===== config.mk =====
export PLATFORM = sky130hd
export DESIGN_NAME = output_scheduler_flat
export DESIGN_NICKNAME = d
export VERILOG_FILES = /design/src/rtl/output_scheduler_pkg.sv /design/src/rtl/output_scheduler_if.sv /design/src/rtl/output_scheduler.sv /design/src/flat_wrapper.sv
export SDC_FILE = /design/constraint.sdc
export NUM_CORES = 1
export LEC_CHECK = 0
export CAP_MARGIN = 30
export CORE_MARGIN = 5
export CORE_UTILIZATION = 41
export DETAILED_ROUTE_END_ITERATION = 10
export PLACE_DENSITY_LB_ADDON = 0.15
export SYNTH_ARGS = -nofsm -noshare
export SYNTH_HDL_FRONTEND = slang
export SYNTH_SLANG_ARGS = --single-unit

===== constraint.sdc =====
create_clock -name clk_in -period 3.94 [get_ports clk_in]
set_clock_uncertainty 0.2 [all_clocks]
set_input_delay 0.788 -clock clk_in [delete_from_list [all_inputs] [get_ports clk_in]]
set_output_delay 0.788 -clock clk_in [all_outputs]
set_load 0.05 [all_outputs]

===== src/rtl/output_scheduler_pkg.sv =====
// Shared definitions for the packet FIFO word layout and the output scheduler FSM.
// Used by the input stage, the packet FIFO and the output scheduler.
package output_scheduler_pkg;

    localparam int unsigned FIFO_W    = 140;
    localparam int unsigned DATA_MSB  = 139;
    localparam int unsigned DATA_LSB  = 12;
    localparam int unsigned DATA_W    = DATA_MSB - DATA_LSB + 1;
    localparam int unsigned CHSEL_LSB = 4;
    localparam int unsigned CHSEL_W   = 8;
    localparam int unsigned LEN_LSB   = 0;
    localparam int unsigned LEN_W     = 4;
    localparam int unsigned WORD_BITS = 16;
    localparam int unsigned MAX_LEN   = DATA_W / WORD_BITS;

    typedef enum logic [2:0] {
        ST_IDLE,
        ST_POP,
        ST_LOAD,
        ST_SEND,
        ST_DROP
    } state_t;

    // True when exactly one bit of the channel select is set.
    function automatic logic is_onehot(input logic [CHSEL_W-1:0] v);
        return (v != '0) && ((v & (v - CHSEL_W'(1))) == '0);
    endfunction

    function automatic logic len_ok(input logic [LEN_W-1:0] len);
        return (len != '0) && (len <= LEN_W'(MAX_LEN));
    endfunction

endpackage


===== src/rtl/output_scheduler_if.sv =====
// FIFO-side and channel-side signals of the output scheduler.
// master: the scheduler; slave: the FIFO and channel sinks around it.
interface output_scheduler_if #(
    parameter int unsigned N_CH   = 8,
    parameter int unsigned WORD_W = 16
);
    import output_scheduler_pkg::*;

    logic                  fifo_empty;
    logic [FIFO_W-1:0]     data_from_fifo;
    logic                  fifo_r_enable;
    logic [N_CH-1:0]       ch_ready;
    logic [N_CH-1:0]       ch_valid;
    logic [WORD_W-1:0]     data_out;
    logic                  data_last;
    logic                  pkt_drop;
    logic                  busy;

    modport master (
        input  fifo_empty,
        input  data_from_fifo,
        input  ch_ready,
        output fifo_r_enable,
        output ch_valid,
        output data_out,
        output data_last,
        output pkt_drop,
        output busy
    );

    modport slave (
        output fifo_empty,
        output data_from_fifo,
        output ch_ready,
        input  fifo_r_enable,
        input  ch_valid,
        input  data_out,
        input  data_last,
        input  pkt_drop,
        input  busy
    );

endinterface


===== src/rtl/output_scheduler.sv =====
// Pops one packet at a time from the packet FIFO and streams it as 16-bit words
// to the one-hot selected channel; malformed entries are dropped with a pulse.
module output_scheduler
    import output_scheduler_pkg::*;
#(
    parameter int unsigned N_CH   = 8,
    parameter int unsigned WORD_W = 16
) (
    input  logic                clk_in,
    input  logic                rst_n,
    output_scheduler_if.master  bus
);

    state_t              state_q, state_d;
    logic [DATA_W-1:0]   data_q, data_d;
    logic [N_CH-1:0]     ch_sel_q, ch_sel_d;
    logic [LEN_W-1:0]    len_q, len_d;
    logic [LEN_W-1:0]    k_q, k_d;

    logic [DATA_W-1:0]   fifo_data;
    logic [CHSEL_W-1:0]  fifo_ch_sel;
    logic [LEN_W-1:0]    fifo_len;
    logic                entry_ok;

    logic [WORD_BITS-1:0] cur_word;
    logic                 last_word;
    logic                 xfer;

    logic                fifo_r_enable;
    logic [N_CH-1:0]     ch_valid;
    logic [WORD_W-1:0]   data_out;
    logic                data_last;
    logic                pkt_drop;
    logic                busy;

    assign fifo_data   = bus.data_from_fifo[DATA_MSB:DATA_LSB];
    assign fifo_ch_sel = bus.data_from_fifo[CHSEL_LSB +: CHSEL_W];
    assign fifo_len    = bus.data_from_fifo[LEN_LSB +: LEN_W];
    assign entry_ok    = is_onehot(fifo_ch_sel) && len_ok(fifo_len);

    assign last_word = (k_q == len_q - LEN_W'(1));
    assign xfer      = |(ch_sel_q & bus.ch_ready);

    // Word k is taken from the top of the holding register downwards.
    always_comb begin
        cur_word = '0;
        for (int unsigned i = 0; i < MAX_LEN; i++) begin
            if (k_q[2:0] == 3'(i)) begin
                cur_word = data_q[DATA_W-1-WORD_BITS*i -: WORD_BITS];
            end
        end
    end

    always_ff @(posedge clk_in or negedge rst_n) begin
        if (!rst_n) begin
            state_q  <= ST_IDLE;
            data_q   <= '0;
            ch_sel_q <= '0;
            len_q    <= '0;
            k_q      <= '0;
        end else begin
            state_q  <= state_d;
            data_q   <= data_d;
            ch_sel_q <= ch_sel_d;
            len_q    <= len_d;
            k_q      <= k_d;
        end
    end

    always_comb begin
        state_d       = state_q;
        data_d        = data_q;
        ch_sel_d      = ch_sel_q;
        len_d         = len_q;
        k_d           = k_q;
        fifo_r_enable = 1'b0;
        ch_valid      = '0;
        data_out      = '0;
        data_last     = 1'b0;
        pkt_drop      = 1'b0;
        busy          = (state_q != ST_IDLE);

        unique case (state_q)
            ST_IDLE: begin
                // Gated by rst_n so the strobe is low for the whole reset, not just after the edge.
                if (!bus.fifo_empty) begin
                    fifo_r_enable = rst_n;
                    state_d       = ST_POP;
                end
            end
            ST_POP: begin
                state_d = ST_LOAD;
            end
            ST_LOAD: begin
                data_d   = fifo_data;
                ch_sel_d = N_CH'(fifo_ch_sel);
                len_d    = fifo_len;
                k_d      = '0;
                state_d  = entry_ok ? ST_SEND : ST_DROP;
            end
            ST_SEND: begin
                ch_valid  = ch_sel_q;
                data_out  = WORD_W'(cur_word);
                data_last = last_word;
                if (xfer) begin
                    if (last_word) begin
                        k_d     = '0;
                        state_d = ST_IDLE;
                    end else begin
                        k_d = k_q + LEN_W'(1);
                    end
                end
            end
            ST_DROP: begin
                pkt_drop = 1'b1;
                state_d  = ST_IDLE;
            end
            default: begin
                state_d = ST_IDLE;
            end
        endcase
    end

    assign bus.fifo_r_enable = fifo_r_enable;
    assign bus.ch_valid      = ch_valid;
    assign bus.data_out      = data_out;
    assign bus.data_last     = data_last;
    assign bus.pkt_drop      = pkt_drop;
    assign bus.busy          = busy;

endmodule


===== src/flat_wrapper.sv =====
// flat-port wrapper written by rule: the top's interface ports become plain ports
module output_scheduler_flat import output_scheduler_pkg::*;
#(
    parameter int unsigned N_CH   = 8,
    parameter int unsigned WORD_W = 16
)
  (clk_in, rst_n, bus_fifo_empty, bus_data_from_fifo, bus_ch_ready, bus_fifo_r_enable, bus_ch_valid, bus_data_out, bus_data_last, bus_pkt_drop, bus_busy);
  output_scheduler_if #(.N_CH(N_CH), .WORD_W(WORD_W)) bus_i ();
  input  logic clk_in;
  input  logic rst_n;
  input wire logic [$bits(bus_i.fifo_empty)-1:0] bus_fifo_empty;
  input wire logic [$bits(bus_i.data_from_fifo)-1:0] bus_data_from_fifo;
  input wire logic [$bits(bus_i.ch_ready)-1:0] bus_ch_ready;
  output wire logic [$bits(bus_i.fifo_r_enable)-1:0] bus_fifo_r_enable;
  output wire logic [$bits(bus_i.ch_valid)-1:0] bus_ch_valid;
  output wire logic [$bits(bus_i.data_out)-1:0] bus_data_out;
  output wire logic [$bits(bus_i.data_last)-1:0] bus_data_last;
  output wire logic [$bits(bus_i.pkt_drop)-1:0] bus_pkt_drop;
  output wire logic [$bits(bus_i.busy)-1:0] bus_busy;
  assign bus_i.fifo_empty = bus_fifo_empty;
  assign bus_i.data_from_fifo = bus_data_from_fifo;
  assign bus_i.ch_ready = bus_ch_ready;
  assign bus_fifo_r_enable = bus_i.fifo_r_enable;
  assign bus_ch_valid = bus_i.ch_valid;
  assign bus_data_out = bus_i.data_out;
  assign bus_data_last = bus_i.data_last;
  assign bus_pkt_drop = bus_i.pkt_drop;
  assign bus_busy = bus_i.busy;
  output_scheduler #(.N_CH(N_CH), .WORD_W(WORD_W)) u_core (.clk_in(clk_in), .rst_n(rst_n), .bus(bus_i));
endmodule

---- Word-level counts from Yosys, hierarchy flattened ----
Index checks and enable logic that the tools add are counted.
operators by class
  $add $sub $neg .......................... 3
  order comparisons ....................... 1
  equal/unequal tests ..................... 15
  muxes and demuxes ....................... 22
  bitwise gates (word level) .............. 2
  reductions and logical operators ........ 13
operator list
  operator                                           number
  2-to-1 mux 16 bit                                  9
  bitwise AND 8 bit                                  2
  == test 3 bit (second input constant)              5
  == test 3 x 2 -> 1 bit (second input constant)     4
  2-to-1 mux 3 bit                                   4
  one-hot mux 3 bit (4 select lines)                 1
  logical NOT 8 bit                                  1
  2-to-1 mux 4 bit                                   2
  2-to-1 mux 8 bit                                   1
  one-hot mux 4 bit (2 select lines)                 1
  nonzero test 8 bit                                 1
  OR reduction 8 bit                                 1
  subtractor 8 x 1 -> 8 bit (second input constant)  1
  == test 3 x 1 -> 1 bit (second input constant)     2
  logical NOT 3 bit                                  2
  adder 4 x 1 -> 4 bit (second input constant)       1
  == test 4 bit                                      1
  <= comparator 4 bit (second input constant)        1
  2-to-1 mux 1 bit                                   4
  != test 2 x 1 -> 1 bit (second input constant)     2
  nonzero test 4 bit                                 1
  subtractor 4 x 1 -> 4 bit (second input constant)  1
  logical AND 1 bit                                  3
  AND reduction 3 bit                                1
  4 further kinds                                    4
word-level totals
  bits in registers ....................... 147
  output and inout port bits .............. 28

---- Longest topological paths before layout ----
  word-level depth ........................ 10
  mapped depth ............................ 11
  gate-level depth less buffers ........... 7

---- Worst setup path before layout ----
Ideal clock, no wire load.
  path kind ............................... flip-flop to output port
  from .................................... register u_core.k_q[2]
  to ...................................... output bus_data_out[14]
  arrival time ............................ 2,754 ps
  setup slack ............................. 198 ps
  stages on the path, launching flop included .. 12
  buffers on the path ..................... 4
  path through ............................ dfrtp_1 clkbuf_1 inv_1 ha_1 buf_1 or2_2 clkbuf_1 clkbuf_1 a21oi_1 o21ai_0 a21o_1 a21oi_1
on the way
  cells in the longest elaborated chain, start to end .. 10
  elaborated cells on any way between the ends .. 17
  classes of those cells .................. eq/ne: 7; mux: 9; reduce/logical: 1
RTL lines
  what                             line                    RTL
  start: declaration               output_scheduler.sv:18  logic [LEN_W-1:0] k_q, k_d;
  start signal: assignment         output_scheduler.sv:66  k_q <= k_d;
  logical NOT 3 bit                output_scheduler.sv:48  if (k_q[2:0] == 3'(i)) begin
  2-to-1 mux 16 bit (7 in series)  output_scheduler.sv:48
  2-to-1 mux 16 bit (*)            output_scheduler.sv:48
  2-to-1 mux 16 bit (*)            output_scheduler.sv:83  unique case (state_q)
  end: declaration                 flat_wrapper.sv:16      output wire logic [$bits(bus_i.data_out)-1:0] bus_data_out;
Mark *: on every way between the ends. The rest lies on a longest branch, timed or not.

---- Worst setup path in the final report ----
  from .................................... register u_core.k_q[0]
  to ...................................... output bus_data_out[4]
The elaborated chain is that of the path after synthesis.

==> impl_metrics.toml <==
[clock_tree]
postCtsSetupRepairBufs = 0
cts_tree = "done"
cts.sinks = 147
clock_latency_ns = 0.42
cts_max_level = 4
root_buffer = "clkbuf_16"
numCtsBuffers = 17
clk_path_buf_depth = 2
clk_pin_slew_ns = 0.06

[place]
numPortBuffers = 178
hpwl_um = 15200
globalplace.congestion = 0.896

[route]
first_iter_violations = 557
drt-pass1-iter-count = 6
drt-total-wl_um = 21500
wl_per_cell_um = 16.8
vias = 6464
final_antenna_net_count = 0
viasPerCell = 5.06
drc = 0

[global_routing]
gr-total-overflow = 0
gr-usage-all-layers_pct = 21.8
grt_max_degree = 115
gr-max-usage-layer = "met2"
grt_use_met3_pct = 5.12
antenna_found_initial = 0
grt_pass1_wl_um = 34200
grt_pass1_vias = 6350
use_met1_pct = 30.8
grtUsageMet2_pct = 33.4

[die]
num_rows = 48
dieWidth_um = 141
core_sq_um = 17100
chipHeight_um = 141
pin_count = 179
start_util_pct = 41.3
dieArea_sq_um = 19900

[synth]
yosys.area.top_type = "dfrtp_1"
synth_cell_type_count = 35
syn_nets = 1044
ys_seq_area_share_pct = 52.2
yosys_warnings = 0
avgSynthCellArea_sq_um = 7.95
ys.flop_type = "dfrtp_1"
synthTopCellsByArea = "dfrtp_1 (52%), nand2_1 (23%), o21ai_0 (4.9%), a21oi_1 (4.7%), clkbuf_1 (2.9%)"
synth_seq_cells = 147
synthDominantCellAreaShare_pct = 52.2
synthArstFlopShare_pct = 100
synth.cell_area_sq_um = 7040
syn_inst = 886
synth_edf_count = 0

[hold_path]
min_path_type = "in2async"

[power_and_ir_drop]
clockPowerShare_pct = 23.5
switching_share_pct = 39.6
p_switching_w = 0.00288
power.density_nw_per_um2 = 757
leakage_nw = 4.53
internal_power_w = 0.00439
comb_power_share_pct = 38.5
seq_power_share_pct = 38.0
ir_drop_mv = 0.487

[worst_setup_path]
path_class = "reg2out"
endpoint_kind = "output pin"
required_ns = 2.95
critPathArrivalTime_ns = 2.79
startpoint_type = "flop"
crit_path_max_fanout = 16
reg2reg_slack_ns = 1.81

[sta]
max_freq_mhz = 265
rsz0062_at_grt = "false"
slew_viol_final = 0
hold-worst-slack_ns = 0.0559
setup_tns_ns = 0
hold_viol_final = 0
slew_headroom_pct = 48.4
period_minus_slack_ns = 3.77
setup_viol = 0
tightest_slew_ns = 0.774
fin_crit_sh_pct = 95.8

[cells_and_area]
layout.nets = 1197
area_growth_pct = 36.3
drive_above_1_share_pct = 6.94
antenna_cells = 0

[run]
maxCapViolCount = 0

[outcome]
status = "completed"
## worst max-delay path, stage by stage (launching register included)
cell	delay, ns
dfrtp_1	0.45
inv_1	0.13
ha_1	0.47
nand2_1	0.43
o21ai_0	0.42
a21o_1	0.17
a21oi_1	0.09
buf_4	0.20
## layer usage
layer | up-vias | share of wire [%]
met5 | - | 0
met4 | 0 | 2.0
met3 | 28 | 6.5
met2 | 199 | 47
met1 | 3068 | 45
li1 | 3169 | -
## sequential cells by signal, indices dropped and copies added (netlist names)
register	cells
u_core.len_q	4
u_core.k_q	4
u_core.ch_sel_q	8
u_core.data_q	128
u_core.state_q	3
## power by group through the flow
stage,sequential (W),combinational [W],clock (W)
6_report,0.00277,0.00280,0.00170
5_1_grt,0.00284,0.00319,0.00179
4_1_cts,0.00275,0.00282,0.00172
3_5_place_dp,0.00275,0.00281,0
3_3_place_gp,0.00276,0.00275,0
2_1_floorplan,0.00258,0.00196,0
## cell families (layout without fill, tap and decap cells)
family	after synthesis	in the layout	synth area share, %
flip-flops	147	147	52.2
AND/OR/NAND/NOR	468	468	26.3
buffers and inverters	79	245	4.21
adder cells (fa/ha/maj)	8	8	1.39
AO/OA/AOI/OAI	177	177	15.0
XOR/XNOR	7	7	0.871
## through the flow
stage	util [%]	setup slack (ns)	instance area [sq um]	std cells	total power [W]
after floorplan	-	0.198	7040	886	0.00454
after global placement	52.7	0.587	8980	1245	0.00551
after detailed placement	52.7	0.595	8980	1245	0.00556
after CTS	56.3	0.127	9600	1277	0.00730
after global routing	56.3	0.0269	9600	1277	0.00783
final	56.3	0.167	9600	1277	0.00727
## layout make-up
type | count | area [sq um]
fillers | 1645 | 7460
well taps | 225 | 282
clock inverters | 13 | 184
flip-flops and latches | 147 | 3680
inverters | 23 | 86.3
multi-input cells | 660 | 3080
repair buffers | 190 | 1860
clock buffers | 19 | 433
## synth_stat cells, drive strengths merged, types with 5 or more instances
master and count:
a21oi 66, dfrtp 147, nor3 6, inv 22, a21o 16, nand2 425, nor2 7, clkbuf 55
o21ai 69, and2 14, o221ai 16, ha 7, nand3 5
## worst paths after layout
path / from / to / cells after the start
setup / recovery: u_core.k_q[0] / bus_data_out[4] / 7
hold / removal: rst_n / u_core.data_q[67] / 1
setup reg to reg: u_core.state_q[2] / u_core.data_q[7] / 5
hold reg to reg: u_core.data_q[51] / u_core.data_q[51] / 2
max in group asynchronous: rst_n / u_core.data_q[57] / 2
min in group clk_in: u_core.data_q[51] / u_core.data_q[51] / 2
## cells in the final DEF (no fill, tap or decap), types with 3 or more instances in the layout
cell             Yosys  layout
a21o_1              16      16
a21oi_1             66      66
a22oi_1              4       4
and2_1              13      11
buf_4                0      27
bufinv_16            0       4
clkbuf_16            0      17
clkdlybuf4s50_1      0     160
clkinv_2             0       3
clkinvlp_4           0       3
dfrtp_1            147     147
ha_1                 7       7
inv_1               22      22
nand2_1            425     424
nand3_1              5       5
nor2_1               7       6
nor3_1               6       6
o21ai_0             69      69
o221ai_1            16      16
xnor2_1              3       3
xor2_1               4       4
## what timing repair did
| item | in CTS | in global routing |
|---|---|---|
| hold buffers | 0 | 0 |
| resized for setup | 0 | 1 |
| setup endpoints to repair | 0 | 9 |
(Power assumes the default switching activity.)
